--- config.mk ---
export PLATFORM = sky130hd
export DESIGN_NAME = div_unit
export DESIGN_NICKNAME = d
export VERILOG_FILES = /design/src/rtl/div_unit.sv
export SDC_FILE = /design/constraint.sdc
export NUM_CORES = 1
export LEC_CHECK = 0
export ABC_AREA = 1
export BUFFER_PORTS_ARGS = -buffer_cell sky130_fd_sc_hd__buf_2
export CAP_MARGIN = 40
export CORE_MARGIN = 2
export CORE_UTILIZATION = 58
export DETAILED_ROUTE_END_ITERATION = 10
export PLACE_DENSITY = 0.79
export SETUP_SLACK_MARGIN = 0.02
export SLEW_MARGIN = 10
export SYNTH_ARGS = -nofsm -noshare
export SYNTH_HDL_FRONTEND = slang
export SYNTH_SLANG_ARGS = --single-unit
export TNS_END_PERCENT = 1
--- constraint.sdc ---
create_clock -name clk -period 5.2 [get_ports clk]
set_input_delay 0.26 -clock clk [delete_from_list [all_inputs] [get_ports clk]]
set_output_delay 0.26 -clock clk [all_outputs]
set_load 0.005 [all_outputs]
--- src/rtl/div_unit.sv ---
// Iterative 32-bit signed/unsigned restoring divider for div/divu; LO <= quotient, HI <= remainder.
// Optional DIV_ZERO_FAST_EN: a zero divisor skips iteration and completes the cycle after issue.
module div_unit (
  input  logic        clk,
  input  logic        resetn,
  input  logic        start,
  input  logic        signed_div,
  input  logic [31:0] a,
  input  logic [31:0] b,
  input  logic        cancel,
  output logic        stall,
  output logic        busy,
  output logic        valid,
  output logic [31:0] lo_out,
  output logic [31:0] hi_out
);

  typedef enum logic [1:0] {StIdle, StBusy, StDone} state_e;

  state_e      state;
  logic [5:0]  count;
  logic [31:0] rem;
  logic [31:0] dvd;
  logic [31:0] dvs;
  logic        qsign;
  logic        rsign;

  logic [31:0] a_abs;
  logic [31:0] b_abs;
  logic [32:0] shifted;
  logic        qbit;
  logic [31:0] rem_next;
  logic [31:0] quo_next;
  logic [31:0] lo_fix;
  logic [31:0] hi_fix;

  always_comb begin
    a_abs    = (signed_div & a[31]) ? -a : a;
    b_abs    = (signed_div & b[31]) ? -b : b;
    shifted  = {rem, dvd[31]};
    qbit     = (shifted >= {1'b0, dvs});
    // Remainder stays below the divisor, so the 32-bit wrap of the difference is exact.
    rem_next = qbit ? (shifted[31:0] - dvs) : shifted[31:0];
    quo_next = {dvd[30:0], qbit};
    // Zero divisor: all-ones quotient regardless of sign; remainder naturally restores to a.
    lo_fix   = (dvs == 32'd0) ? 32'hFFFF_FFFF : (qsign ? -quo_next : quo_next);
    hi_fix   = rsign ? -rem_next : rem_next;
    stall    = (start & (state == StIdle) & ~cancel) | busy;
  end

  always_ff @(posedge clk or negedge resetn) begin
    if (!resetn) begin
      state  <= StIdle;
      count  <= 6'd0;
      rem    <= 32'd0;
      dvd    <= 32'd0;
      dvs    <= 32'd0;
      qsign  <= 1'b0;
      rsign  <= 1'b0;
      busy   <= 1'b0;
      valid  <= 1'b0;
      lo_out <= 32'd0;
      hi_out <= 32'd0;
    end else if (cancel) begin
      state <= StIdle;
      busy  <= 1'b0;
      valid <= 1'b0;
    end else begin
      unique case (state)
        StIdle: begin
          valid <= 1'b0;
          if (start) begin
            dvd   <= a_abs;
            dvs   <= b_abs;
            qsign <= signed_div & (a[31] ^ b[31]);
            rsign <= signed_div & a[31];
            count <= 6'd0;
            rem   <= 32'd0;
`ifdef DIV_ZERO_FAST_EN
            if (b == 32'd0) begin
              state  <= StDone;
              valid  <= 1'b1;
              lo_out <= 32'hFFFF_FFFF;
              hi_out <= a;
            end else begin
              state <= StBusy;
              busy  <= 1'b1;
            end
`else
            state <= StBusy;
            busy  <= 1'b1;
`endif
          end
        end
        StBusy: begin
          rem   <= rem_next;
          dvd   <= quo_next;
          count <= count + 6'd1;
          // Last step retires straight into the result registers so valid follows E32.
          if (count == 6'd31) begin
            state  <= StDone;
            busy   <= 1'b0;
            valid  <= 1'b1;
            lo_out <= lo_fix;
            hi_out <= hi_fix;
          end
        end
        StDone: begin
          valid <= 1'b0;
          state <= StIdle;
        end
        default: state <= StIdle;
      endcase
    end
  end

endmodule
==> impl_metrics.xml, run 1 <==
<?xml version="1.0" encoding="UTF-8"?>
<metrics>
  <group name="run_status">
    <metric name="status" unit="">finished clean</metric>
  </group>
  <group name="worst_setup_path">
    <metric name="critical-path-slowest-cell" unit="">nor4_1</metric>
    <metric name="cpLargestDelayFamily" unit="">simple AND/OR/NAND/NOR gates</metric>
    <metric name="slowest_delay" unit="ps">550</metric>
    <metric name="worstPathCellList" unit="">ha_1, a21oi_2, nand2_1, nand2_1, nand2_1, nand2_1, nand3_2, nor2_4, nand2_8, inv_2, ha_1, inv_1, nor3_1, nand2_1, inv_1, nand2_1, nor4_1, nand4_1, nor3_1, nand2_1, o21ai_0, xor2_1, o22ai_1, inv_1</metric>
    <metric name="crit_path_start_kind" unit="">register</metric>
    <metric name="worst_path_most_repeated_cell" unit="">nand2_1</metric>
    <metric name="crit_fanout" unit="">21</metric>
    <metric name="worstPathArrival" unit="ps">5070</metric>
    <metric name="path_class" unit="">reg2reg</metric>
    <metric name="cp.buffers_inverters" unit="">4</metric>
    <metric name="critical_path.endpoint_type" unit="">register</metric>
    <metric name="worst-endpoint-required" unit="ps">5590</metric>
  </group>
  <group name="routing">
    <metric name="vias" unit="">13400</metric>
    <metric name="detail_route.first_pass.iterations" unit="">9</metric>
    <metric name="route.final.wire_length" unit="um">42400</metric>
    <metric name="detail-route-antenna-nets" unit="">0</metric>
    <metric name="routed_wire_length_per_instance" unit="um">18.5</metric>
    <metric name="post_drt_via_cell_ratio" unit="">5.85</metric>
    <metric name="drc" unit="">0</metric>
    <metric name="drtIter0Drc" unit="">1534</metric>
  </group>
  <group name="global_routing">
    <metric name="antenna_violations_before_repair" unit="">1</metric>
    <metric name="grt_remaining_overflow" unit="">0</metric>
    <metric name="grt_pass1_wl" unit="um">68100</metric>
    <metric name="first_global_vias" unit="">12700</metric>
    <metric name="maximum_number_of_pins_on_one_net_before_global_route_repair" unit="">64</metric>
    <metric name="grtUsageTotal" unit="">0.368</metric>
  </group>
  <group name="power">
    <metric name="cell_area_power_density" unit="nW/um2">653</metric>
    <metric name="clockPowerShare" unit="">0.142</metric>
    <metric name="vdd_drop_max" unit="mV">0.346</metric>
    <metric name="design_power_total" unit="mW">9.28</metric>
    <metric name="comb_power_share" unit="">0.637</metric>
    <metric name="total_switching_power" unit="mW">5.19</metric>
    <metric name="power_frac_seq" unit="">0.221</metric>
    <metric name="p_int" unit="mW">4.09</metric>
    <metric name="static_leakage_power" unit="nW">7.37</metric>
    <metric name="netSwitchingFraction" unit="">0.559</metric>
  </group>
  <group name="timing">
    <metric name="finalCritPeriodShare" unit="">0.899</metric>
    <metric name="final-setup-viol-count" unit="">0</metric>
    <metric name="setup_repair_after_global_routing_missed_its_margin" unit="">no</metric>
    <metric name="post-route-worst-setup-slack" unit="ps">526</metric>
    <metric name="max_freq" unit="MHz">214</metric>
    <metric name="finClkSkew" unit="ps">15.9</metric>
    <metric name="timing.max_slew.rel_slack" unit="">0.389</metric>
    <metric name="final_hold_fails" unit="">0</metric>
    <metric name="fin_setup_tns" unit="ps">0</metric>
    <metric name="worst_pin_slew" unit="ps">915</metric>
    <metric name="fin_crit" unit="ps">4670</metric>
    <metric name="final.hold.worst_slack" unit="ps">127</metric>
    <metric name="report.final.slew_viol_count" unit="">0</metric>
  </group>
  <group name="floorplanning">
    <metric name="ioPinCount" unit="">136</metric>
    <metric name="die_height" unit="um">152</metric>
    <metric name="core.rowCount" unit="">54</metric>
    <metric name="core" unit="um2">21700</metric>
    <metric name="floorplan.initialDensity" unit="">0.585</metric>
    <metric name="die_x" unit="um">152</metric>
    <metric name="die-area" unit="um2">23100</metric>
  </group>
  <group name="synth">
    <metric name="synth.ff_latch_count" unit="">172</metric>
    <metric name="synth-async-reset-ratio" unit="">1.00</metric>
    <metric name="yosys.cell_types.count" unit="">52</metric>
    <metric name="synth_flop_cell" unit="">dfrtp_1</metric>
    <metric name="avg_inst_size_synth" unit="um2">6.73</metric>
    <metric name="synth_edf_count" unit="">0</metric>
    <metric name="yosysWarningCount" unit="">0</metric>
    <metric name="mappedNetlistArea" unit="um2">12700</metric>
    <metric name="synth_largest_type_area_fraction" unit="">0.339</metric>
    <metric name="synth_top_cells_by_area" unit="">dfrtp_1 34%, nand2_1 15%, o21ai_0 7.1%</metric>
    <metric name="seq_area_frac_synth" unit="">0.339</metric>
    <metric name="post_synth_inst_count" unit="">1887</metric>
    <metric name="synth_largest_area_cell" unit="">dfrtp_1</metric>
    <metric name="number_of_nets_in_the_synthesized_netlist" unit="">1994</metric>
  </group>
  <group name="clock_tree">
    <metric name="numCtsBuffers" unit="">17</metric>
    <metric name="cts_sinks" unit="">172</metric>
    <metric name="postCtsSetupBuffers" unit="">0</metric>
    <metric name="clock_tree.root_cell" unit="">clkbuf_16</metric>
    <metric name="clock_tree_from_tritoncts" unit="">built</metric>
    <metric name="clockBufferDepth" unit="">2</metric>
    <metric name="cts_htree_levels" unit="">4</metric>
    <metric name="clock_input_transition_at_the_sequential_cells_of_the_worst_setup_and_hold_paths" unit="ps">80</metric>
    <metric name="clk_latency" unit="ps">450</metric>
  </group>
  <group name="finish">
    <metric name="nNetsFinal" unit="">2106</metric>
    <metric name="drive_gt1_frac" unit="">0.130</metric>
    <metric name="finalInstanceArea" unit="um2">14200</metric>
    <metric name="layout.cells.non_filler" unit="">2293</metric>
    <metric name="layout.core_utilization" unit="">0.656</metric>
    <metric name="area.growth.synth_to_final" unit="%">12.0</metric>
  </group>
  <group name="place">
    <metric name="pre_cts_slack" unit="ps">712</metric>
    <metric name="placedCellCount" unit="">2259</metric>
    <metric name="port_buffers" unit="">135</metric>
    <metric name="detailed_place_hpwl" unit="um">32400</metric>
    <metric name="globalplace.congestion" unit="">1.05</metric>
    <metric name="placed_area" unit="um2">13600</metric>
  </group>
  <group name="hold_path">
    <metric name="holdCritPathClass" unit="">in2reg</metric>
  </group>
  <group name="flow_run">
    <metric name="max_cap_violations" unit="">0</metric>
  </group>
</metrics>
[layout by cell type (no fill, tap or decap), types with 17 or more instances in the layout]
cell / count
nor2_1: 173
nand2_2: 19
dfrtp_1: 172
a21oi_1: 85
nand2_1: 519
xor2_1: 67
o211ai_1: 23
inv_1: 222
nand4_1: 27
nand3_1: 123
nor3_1: 27
buf_2: 134
nor2_2: 17
clkbuf_16: 17
o21ai_0: 179
buf_4: 17
nor4_1: 18
ha_1: 37
[final cells by class]
type                    count  area [um2]
multi-input cells        1417        7230
repair buffers            154         847
diodes                      1        2.50
clock inverters            14         150
flip-flops and latches    172        4300
well taps                 280         350
inverters                 237         890
fillers                  1980        7470
clock buffers              18         439
[final timing paths]
path	endpoint	slack, ps	start	depth (start not counted)
worst max-delay path	lo_out[30]	530	rem[19]	24
worst min-delay path	dvs[8]	130	b[8]	3
worst max register to register	lo_out[30]	530	rem[19]	24
worst min register to register	hi_out[3]	480	hi_out[3]	2
max in group asynchronous	hi_out[23]	3620	resetn	3
min in group asynchronous	rem[8]	340	resetn	2
[cells in the mapped netlist, types with 3 or more instances]
cell / count
inv_2: 13
nor2_1: 175
nand2_4: 4
xor2_1: 67
o211ai_1: 23
nand3_2: 5
clkbuf_1: 44
nand3b_1: 4
dfrtp_1: 172
or2_2: 4
a31oi_1: 9
nand4_1: 27
nor4_1: 18
o31ai_1: 4
buf_2: 9
xnor2_1: 14
a21oi_1: 85
o21ai_1: 8
ha_1: 37
inv_1: 222
o22ai_1: 14
nor2_4: 5
o21bai_1: 7
nand3_1: 123
nor2_2: 17
nand2_2: 19
o221ai_1: 3
nor3_1: 27
buf_4: 4
nand2_1: 519
o21ai_0: 180
[state kept, by name, indices dropped and copies added (netlist names)]
name,flops
dvs,32
dvd,32
count,6
rem,32
lo_out,32
qsign,1
busy,1
hi_out,32
rsign,1
valid,1
state,2
[cells by family after synthesis]
group / share of synthesized area
flip-flops: 0.339
AO/OA/AOI/OAI: 0.149
buffers and inverters: 0.0925
adder cells (fa/ha/maj): 0.0380
XOR/XNOR: 0.0559
AND/OR/NAND/NOR: 0.325
[power groups by stage]
stage / clock (mW) / sequential [mW] / combinational [mW]
after floorplan: 0 / 1.94 / 4.26
after global placement: 0 / 2.05 / 5.65
after detailed placement: 0 / 2.06 / 5.71
after CTS: 1.33 / 2.04 / 5.74
after global routing: 1.37 / 2.10 / 6.52
final: 1.32 / 2.05 / 5.91
[timing repair]
item	4_1_cts	5_1_grt
hold buffers	1	0
endpoints found under the hold margin	54	0
resized for setup	0	0
[worst min-delay path, stage by stage]
cell and delay, ps:
buf_2 110, xnor2_1 110, o21ai_0 60
[metal layers]
metal  part of all wire  wire length, um  up-vias  GRT usage
li1                   -                -     6353          -
met1               0.44            18600     6250      0.533
met2               0.43            18400      710      0.556
met3              0.095             4030      100     0.0653
met4              0.033             1410        0      0.134
met5                  0                0        -          0
No activity file was read; power rests on OpenSTA's default activity.
==> inputs of run 2 (changes only) <==
--- a/config.mk
+++ b/config.mk
@@ -6,12 +6,12 @@
 export NUM_CORES = 1
 export LEC_CHECK = 0
 export ABC_AREA = 1
-export BUFFER_PORTS_ARGS = -buffer_cell sky130_fd_sc_hd__buf_2
 export CAP_MARGIN = 40
 export CORE_MARGIN = 2
 export CORE_UTILIZATION = 58
 export DETAILED_ROUTE_END_ITERATION = 10
-export PLACE_DENSITY = 0.79
+export DONT_BUFFER_PORTS = 1
+export PLACE_DENSITY = 0.74
 export SETUP_SLACK_MARGIN = 0.02
 export SLEW_MARGIN = 10
 export SYNTH_ARGS = -nofsm -noshare
==> run 2 against run 1 <==
Effect of this change: via count shrank 6.5%; register-to-register slack improved by 330 ps; sequential cell count did not move; count of clock-buffer cells in the layout unchanged.
==> impl_metrics.xml, run 2 (synthesized netlist as in run 1, its figures left out) <==
<?xml version="1.0" encoding="UTF-8"?>
<metrics>
  <group name="run_status">
    <metric name="status" unit="">finished clean</metric>
  </group>
  <group name="global_routing">
    <metric name="grtUsageTotal" unit="">0.358</metric>
    <metric name="antenna_violations_before_repair" unit="">0</metric>
    <metric name="first_global_vias" unit="">12200</metric>
    <metric name="maximum_number_of_pins_on_one_net_before_global_route_repair" unit="">173</metric>
    <metric name="grt_remaining_overflow" unit="">0</metric>
    <metric name="grt_pass1_wl" unit="um">65100</metric>
  </group>
  <group name="finish">
    <metric name="num_antenna_cells" unit="">0</metric>
    <metric name="fillCellCount" unit="">2030</metric>
    <metric name="area.growth.synth_to_final" unit="%">6.92</metric>
    <metric name="nNetsFinal" unit="">1972</metric>
    <metric name="mostFrequentLayoutCell" unit="">nand2_1</metric>
    <metric name="layout.core_utilization" unit="">0.626</metric>
    <metric name="drive_gt1_frac" unit="">0.0676</metric>
    <metric name="finalInstanceArea" unit="um2">13600</metric>
    <metric name="commonest_non_fill_non_tap_cells_in_the_layout" unit="">519 x nand2_1, 222 x inv_1, 179 x o21ai_0, 173 x nor2_1, 172 x dfrtp_1</metric>
    <metric name="layout.cells.non_filler" unit="">2158</metric>
  </group>
  <group name="routing">
    <metric name="routed_wire_length_per_instance" unit="um">19.1</metric>
    <metric name="post_drt_via_cell_ratio" unit="">5.81</metric>
    <metric name="route.final.wire_length" unit="um">41200</metric>
    <metric name="drtIter0Drc" unit="">1168</metric>
    <metric name="detail_route.first_pass.iterations" unit="">6</metric>
    <metric name="detail-route-antenna-nets" unit="">0</metric>
    <metric name="vias" unit="">12500</metric>
    <metric name="drc" unit="">0</metric>
  </group>
  <group name="worst_setup_path">
    <metric name="crit_path_start_kind" unit="">register</metric>
    <metric name="worstPathArrival" unit="ps">4680</metric>
    <metric name="worst-r2r-setup-slack" unit="ps">850</metric>
    <metric name="worst-endpoint-required" unit="ps">5540</metric>
    <metric name="path_class" unit="">reg2reg</metric>
    <metric name="cp-startpoint" unit="">dvs[24]</metric>
    <metric name="crit_fanout" unit="">21</metric>
    <metric name="reg2regPathDepth" unit="">25</metric>
    <metric name="critical_path.endpoint_type" unit="">register</metric>
    <metric name="startpoint_of_the_worst_slack_reg_to_reg_timing_path" unit="">dvs[24]</metric>
    <metric name="critical_path.reg2reg.endpoint" unit="">lo_out[30]</metric>
  </group>
  <group name="clock_tree">
    <metric name="cts_htree_levels" unit="">4</metric>
    <metric name="clk_latency" unit="ps">450</metric>
    <metric name="clock_tree.root_cell" unit="">clkbuf_16</metric>
    <metric name="clock_input_transition_at_the_sequential_cells_of_the_worst_setup_and_hold_paths" unit="ps">70</metric>
    <metric name="clock_tree_from_tritoncts" unit="">built</metric>
    <metric name="cts_sinks" unit="">172</metric>
    <metric name="numCtsBuffers" unit="">17</metric>
    <metric name="clockBufferDepth" unit="">2</metric>
    <metric name="cts_resized" unit="">0</metric>
  </group>
  <group name="place">
    <metric name="placedCellCount" unit="">2123</metric>
    <metric name="port_buffers" unit="">0</metric>
    <metric name="placed_area" unit="um2">12900</metric>
    <metric name="globalplace.congestion" unit="">1.03</metric>
    <metric name="detailed_place_hpwl" unit="um">32200</metric>
  </group>
  <group name="hold_path">
    <metric name="holdCritPathClass" unit="">in2reg</metric>
    <metric name="hold_path_end" unit="">dvd[31]</metric>
    <metric name="whs_path_depth" unit="">2</metric>
    <metric name="min-delay-start" unit="">a[31]</metric>
  </group>
  <group name="timing">
    <metric name="final-setup-viol-count" unit="">0</metric>
    <metric name="max_freq" unit="MHz">230</metric>
    <metric name="timing.max_slew.rel_slack" unit="">0.297</metric>
    <metric name="setup_repair_after_global_routing_missed_its_margin" unit="">no</metric>
    <metric name="finalCritPeriodShare" unit="">0.836</metric>
    <metric name="worst_pin_slew" unit="ps">1060</metric>
    <metric name="final_hold_fails" unit="">0</metric>
    <metric name="final.hold.worst_slack" unit="ps">9.49</metric>
    <metric name="fin_setup_tns" unit="ps">0</metric>
    <metric name="fin_crit" unit="ps">4350</metric>
    <metric name="finClkSkew" unit="ps">15.2</metric>
    <metric name="report.final.slew_viol_count" unit="">0</metric>
  </group>
  <group name="floorplanning">
    <metric name="ioPinCount" unit="">136</metric>
    <metric name="die-area" unit="um2">23100</metric>
    <metric name="core" unit="um2">21700</metric>
    <metric name="core.rowCount" unit="">54</metric>
    <metric name="die_height" unit="um">152</metric>
    <metric name="floorplan.initialDensity" unit="">0.585</metric>
    <metric name="die_x" unit="um">152</metric>
  </group>
  <group name="power">
    <metric name="vdd_drop_max" unit="mV">0.294</metric>
    <metric name="static_leakage_power" unit="nW">6.82</metric>
    <metric name="cell_area_power_density" unit="nW/um2">680</metric>
  </group>
  <group name="flow_run">
    <metric name="max_cap_violations" unit="">0</metric>
  </group>
</metrics>
run 2: changes by cell type in the layout (fill, tap and decap cells not counted), sizes merged:
cell	change
clkinvlp	-2
clkinv	+2
buf	-135
diode	-1
dlygate4sd3	+1
run 2: worst max path at each step:
stage	slack, ps	cells past startpoint	end
2_1_floorplan	1530	24	lo_out[30]
3_3_place_gp	980	25	lo_out[30]
3_5_place_dp	920	25	lo_out[30]
4_1_cts	910	25	lo_out[30]
5_1_grt	380	27	lo_out[30]
6_report	850	25	lo_out[30]
run 2: final cells by class:
type                       count  area (um2)  share of cell area
multi-input combinational   1417        7230               0.533
tap                          280         350              0.0258
sequential                   172        4300               0.317
timing repair buffer          20         215              0.0159
clock buffer                  18         439              0.0323
clock inverter                14         144              0.0106
inverter                     237         890              0.0655
run 2: timing repair:
item | CTS | global route
endpoints found under the setup margin | 0 | 0
buffers inserted | 0 | 0
hold buffers | 3 | 0
endpoints found under the hold margin | 173 | 0
run 2: per-layer routing:
| metal | GRT usage | routed length, um |
|---|---|---|
| met2 | 0.588 | 19100 |
| met5 | 0 | 0 |
| met1 | 0.460 | 17100 |
| met3 | 0.0727 | 3100 |
| met4 | 0.157 | 1870 |
run 2: critical path, cell delays in order (launching register included):
cell and delay [ps]:
dfrtp_1 380, inv_1 60, ha_1 340, nand2_1 150, inv_1 50, a21oi_1 230
nand2_1 120, nand2_1 80, nand3_2 80, nor2_4 440, nand2_8 70, inv_2 80
ha_1 150, inv_1 50, nor3_1 180, nand2_1 100, inv_1 100, nand2_1 80
nor4_1 420, nand4_1 190, nor3_1 290, nand2_1 130, o21ai_0 210, xor2_1 90
o22ai_1 130, inv_1 60
run 2: power by group:
part,total [mW],internal [mW],switching (mW),leakage [nW]
combinational,5.83,1.74,4.09,4.37
sequential,2.11,1.68,0.434,2.16
clock,1.29,0.653,0.633,0.289
run 2: stage by stage:
stage	total power, mW	worst slack, ps
3_3_place_gp	7.70	977
2_1_floorplan	6.20	1530
3_5_place_dp	7.79	916
5_1_grt	9.94	379
4_1_cts	9.13	906
6_report	9.23	852
==> inputs of run 3 (changes only) <==
--- a/config.mk
+++ b/config.mk
@@ -11,7 +11,7 @@
 export CORE_UTILIZATION = 58
 export DETAILED_ROUTE_END_ITERATION = 10
 export DONT_BUFFER_PORTS = 1
-export PLACE_DENSITY = 0.74
+export PLACE_DENSITY = 0.76
 export SETUP_SLACK_MARGIN = 0.02
 export SLEW_MARGIN = 10
 export SYNTH_ARGS = -nofsm -noshare
==> constraint.sdc (replaced) <==
create_clock -name clk -period 4 [get_ports clk]
set_input_delay 0.2 -clock clk [delete_from_list [all_inputs] [get_ports clk]]
set_output_delay 0.2 -clock clk [all_outputs]
set_load 0.005 [all_outputs]
==> run 3 against run 2 <==
Effect of this change: largest power group unchanged; register-to-register slack worse by 620 ps; critical path type unchanged; clock skew is 0.91 ps lower; sequential share of layout area is 0.58 points lower; hold slack worse by 560 ps; maximum frequency is 15% higher; combinational power is 34% higher; via count is 2.7% higher; non-clock buffer count is 30 higher; die area stayed put; the run now ends with hold timing left; cell area is 1.9% higher.
==> impl_metrics.xml, run 3 (synthesized netlist as in run 1, its figures left out) <==
<?xml version="1.0" encoding="UTF-8"?>
<metrics>
  <group name="worst_setup_path">
    <metric name="crit_path_start_kind" unit="">register</metric>
    <metric name="worstPathArrival" unit="ps">4150</metric>
    <metric name="crit_fanout" unit="">5</metric>
    <metric name="critical_path.endpoint_type" unit="">register</metric>
    <metric name="slowest_delay" unit="ps">400</metric>
    <metric name="worst-r2r-setup-slack" unit="ps">240</metric>
    <metric name="critical-path-slowest-cell" unit="">dfrtp_1</metric>
    <metric name="path_class" unit="">reg2reg</metric>
    <metric name="worst-endpoint-required" unit="ps">4390</metric>
  </group>
  <group name="routing">
    <metric name="route.final.wire_length" unit="um">42400</metric>
    <metric name="detail_route.first_pass.iterations" unit="">6</metric>
    <metric name="vias" unit="">12900</metric>
    <metric name="detail-route-antenna-nets" unit="">0</metric>
    <metric name="routed_wire_length_per_instance" unit="um">19.4</metric>
    <metric name="post_drt_via_cell_ratio" unit="">5.89</metric>
    <metric name="drc" unit="">0</metric>
    <metric name="drtIter0Drc" unit="">1383</metric>
  </group>
  <group name="floorplanning">
    <metric name="die_x" unit="um">152</metric>
    <metric name="core.rowCount" unit="">54</metric>
    <metric name="die-area" unit="um2">23100</metric>
    <metric name="core" unit="um2">21700</metric>
    <metric name="die_height" unit="um">152</metric>
    <metric name="floorplan.initialDensity" unit="">0.585</metric>
    <metric name="ioPinCount" unit="">136</metric>
  </group>
  <group name="clock_tree">
    <metric name="clk_latency" unit="ps">440</metric>
    <metric name="clock_tree_from_tritoncts" unit="">built</metric>
    <metric name="clock_tree.root_cell" unit="">clkbuf_16</metric>
    <metric name="numCtsBuffers" unit="">17</metric>
    <metric name="clock_input_transition_at_the_sequential_cells_of_the_worst_setup_and_hold_paths" unit="ps">80</metric>
    <metric name="cts_htree_levels" unit="">4</metric>
    <metric name="cts_sinks" unit="">172</metric>
    <metric name="ctsHoldBuffers" unit="">17</metric>
    <metric name="clockBufferDepth" unit="">2</metric>
  </group>
  <group name="place">
    <metric name="detailed_place_hpwl" unit="um">31900</metric>
    <metric name="pre_cts_slack" unit="ps">149</metric>
    <metric name="port_buffers" unit="">0</metric>
    <metric name="globalplace.congestion" unit="">1.01</metric>
    <metric name="placedCellCount" unit="">2137</metric>
  </group>
  <group name="flow_run">
    <metric name="max_cap_violations" unit="">0</metric>
  </group>
  <group name="finish">
    <metric name="num_antenna_cells" unit="">0</metric>
    <metric name="mostFrequentLayoutCell" unit="">nand2_1</metric>
    <metric name="fillCellCount" unit="">1983</metric>
    <metric name="commonest_non_fill_non_tap_cells_in_the_layout" unit="">517 x nand2_1, 222 x inv_1, 178 x o21ai_0, 173 x nor2_1, 170 x dfrtp_1</metric>
    <metric name="area_occupied_by_registers" unit="um2">4310</metric>
    <metric name="nNetsFinal" unit="">2002</metric>
    <metric name="drive_gt1_frac" unit="">0.0797</metric>
    <metric name="layout.cells.non_filler" unit="">2188</metric>
    <metric name="area.growth.synth_to_final" unit="%">8.99</metric>
    <metric name="multi_input_area" unit="um2">7260</metric>
  </group>
  <group name="power">
    <metric name="static_leakage_power" unit="nW">6.94</metric>
    <metric name="cell_area_power_density" unit="nW/um2">879</metric>
    <metric name="vdd_drop_max" unit="mV">0.527</metric>
  </group>
  <group name="timing">
    <metric name="final_hold_fails" unit="">172</metric>
    <metric name="post-route-worst-setup-slack" unit="ps">235</metric>
    <metric name="fin_crit" unit="ps">3760</metric>
    <metric name="max_freq" unit="MHz">266</metric>
    <metric name="finalCritPeriodShare" unit="">0.941</metric>
    <metric name="setup_repair_after_global_routing_missed_its_margin" unit="">yes</metric>
    <metric name="final-setup-viol-count" unit="">0</metric>
    <metric name="fin_setup_tns" unit="ps">0</metric>
    <metric name="report.final.slew_viol_count" unit="">0</metric>
    <metric name="worst_pin_slew" unit="ps">748</metric>
    <metric name="finClkSkew" unit="ps">14.3</metric>
    <metric name="final.hold.worst_slack" unit="ps">-554</metric>
    <metric name="timing.max_slew.rel_slack" unit="">0.496</metric>
  </group>
  <group name="global_routing">
    <metric name="antenna_violations_before_repair" unit="">0</metric>
    <metric name="first_global_vias" unit="">12100</metric>
    <metric name="grt_remaining_overflow" unit="">0</metric>
    <metric name="grtUsageTotal" unit="">0.366</metric>
    <metric name="maximum_number_of_pins_on_one_net_before_global_route_repair" unit="">173</metric>
    <metric name="grt_pass1_wl" unit="um">67000</metric>
  </group>
  <group name="run_status">
    <metric name="status" unit="">finished, violations left</metric>
    <metric name="failing_checks" unit="">hold timing</metric>
  </group>
  <group name="hold_path">
    <metric name="holdCritPathClass" unit="">in2async</metric>
  </group>
</metrics>
==> run 3: layout make-up <==
cell class | instances | area share
multi-input combinational | 1417 | 0.525
clock buffer | 18 | 0.0317
timing repair buffer | 50 | 0.0320
tap | 280 | 0.0253
clock inverter | 14 | 0.0106
inverter | 237 | 0.0643
sequential | 172 | 0.311
==> run 3: per-stage QoR <==
step                cell area, um2   util  power [mW]
floorplan                    12700      -        8.05
detailed placement           13000  0.601        10.2
finish                       13800  0.638        12.2
global route                 13800  0.638        13.1
CTS                          13800  0.636        11.9
global placement             13000  0.600        10.2
==> run 3: report_power, final <==
group | internal [mW] | switching [mW] | leakage [nW] | total (mW)
clock network | 0.852 | 0.849 | 0.290 | 1.70
logic | 2.38 | 5.42 | 4.49 | 7.79
registers | 2.18 | 0.491 | 2.16 | 2.67
total | 5.41 | 6.76 | 6.94 | 12.2
==> run 3: metal layers <==
layer,GRT usage,up-vias,routed length (um)
li1,-,6165,-
met1,0.540,6027,18900
met2,0.560,621,18600
met3,0.0605,66,3870
met4,0.103,0,1050
met5,0,-,0
==> run 3: final timing paths <==
kind,start,endpoint,depth (start not counted)
max in group asynchronous,resetn,dvd[12],0
min,resetn,dvs[4],0
max reg2reg,rem[11],lo_out[30],25
max,rem[11],lo_out[30],25
min reg2reg,dvs[3],dvs[3],2
min in group clk,a[15],dvd[15],3
==> run 3: what timing repair did <==
item	CTS	global route
buffers inserted	0	2
hold endpoints to repair	189	172
setup endpoints to repair	0	7
gates resized for setup	0	11
==> run 3: worst max-delay path, delay by kind of cell, from the launching register on <==
| kind | cells | cell delay (ps) |
|---|---|---|
| AND/OR/NAND/NOR | 11 | 1350 |
| buffers and inverters | 7 | 610 |
| AO/OA/AOI/OAI | 4 | 680 |
| adder cells (fa/ha/maj) | 2 | 510 |
| XOR/XNOR | 1 | 160 |
| flip-flops | 1 | 400 |
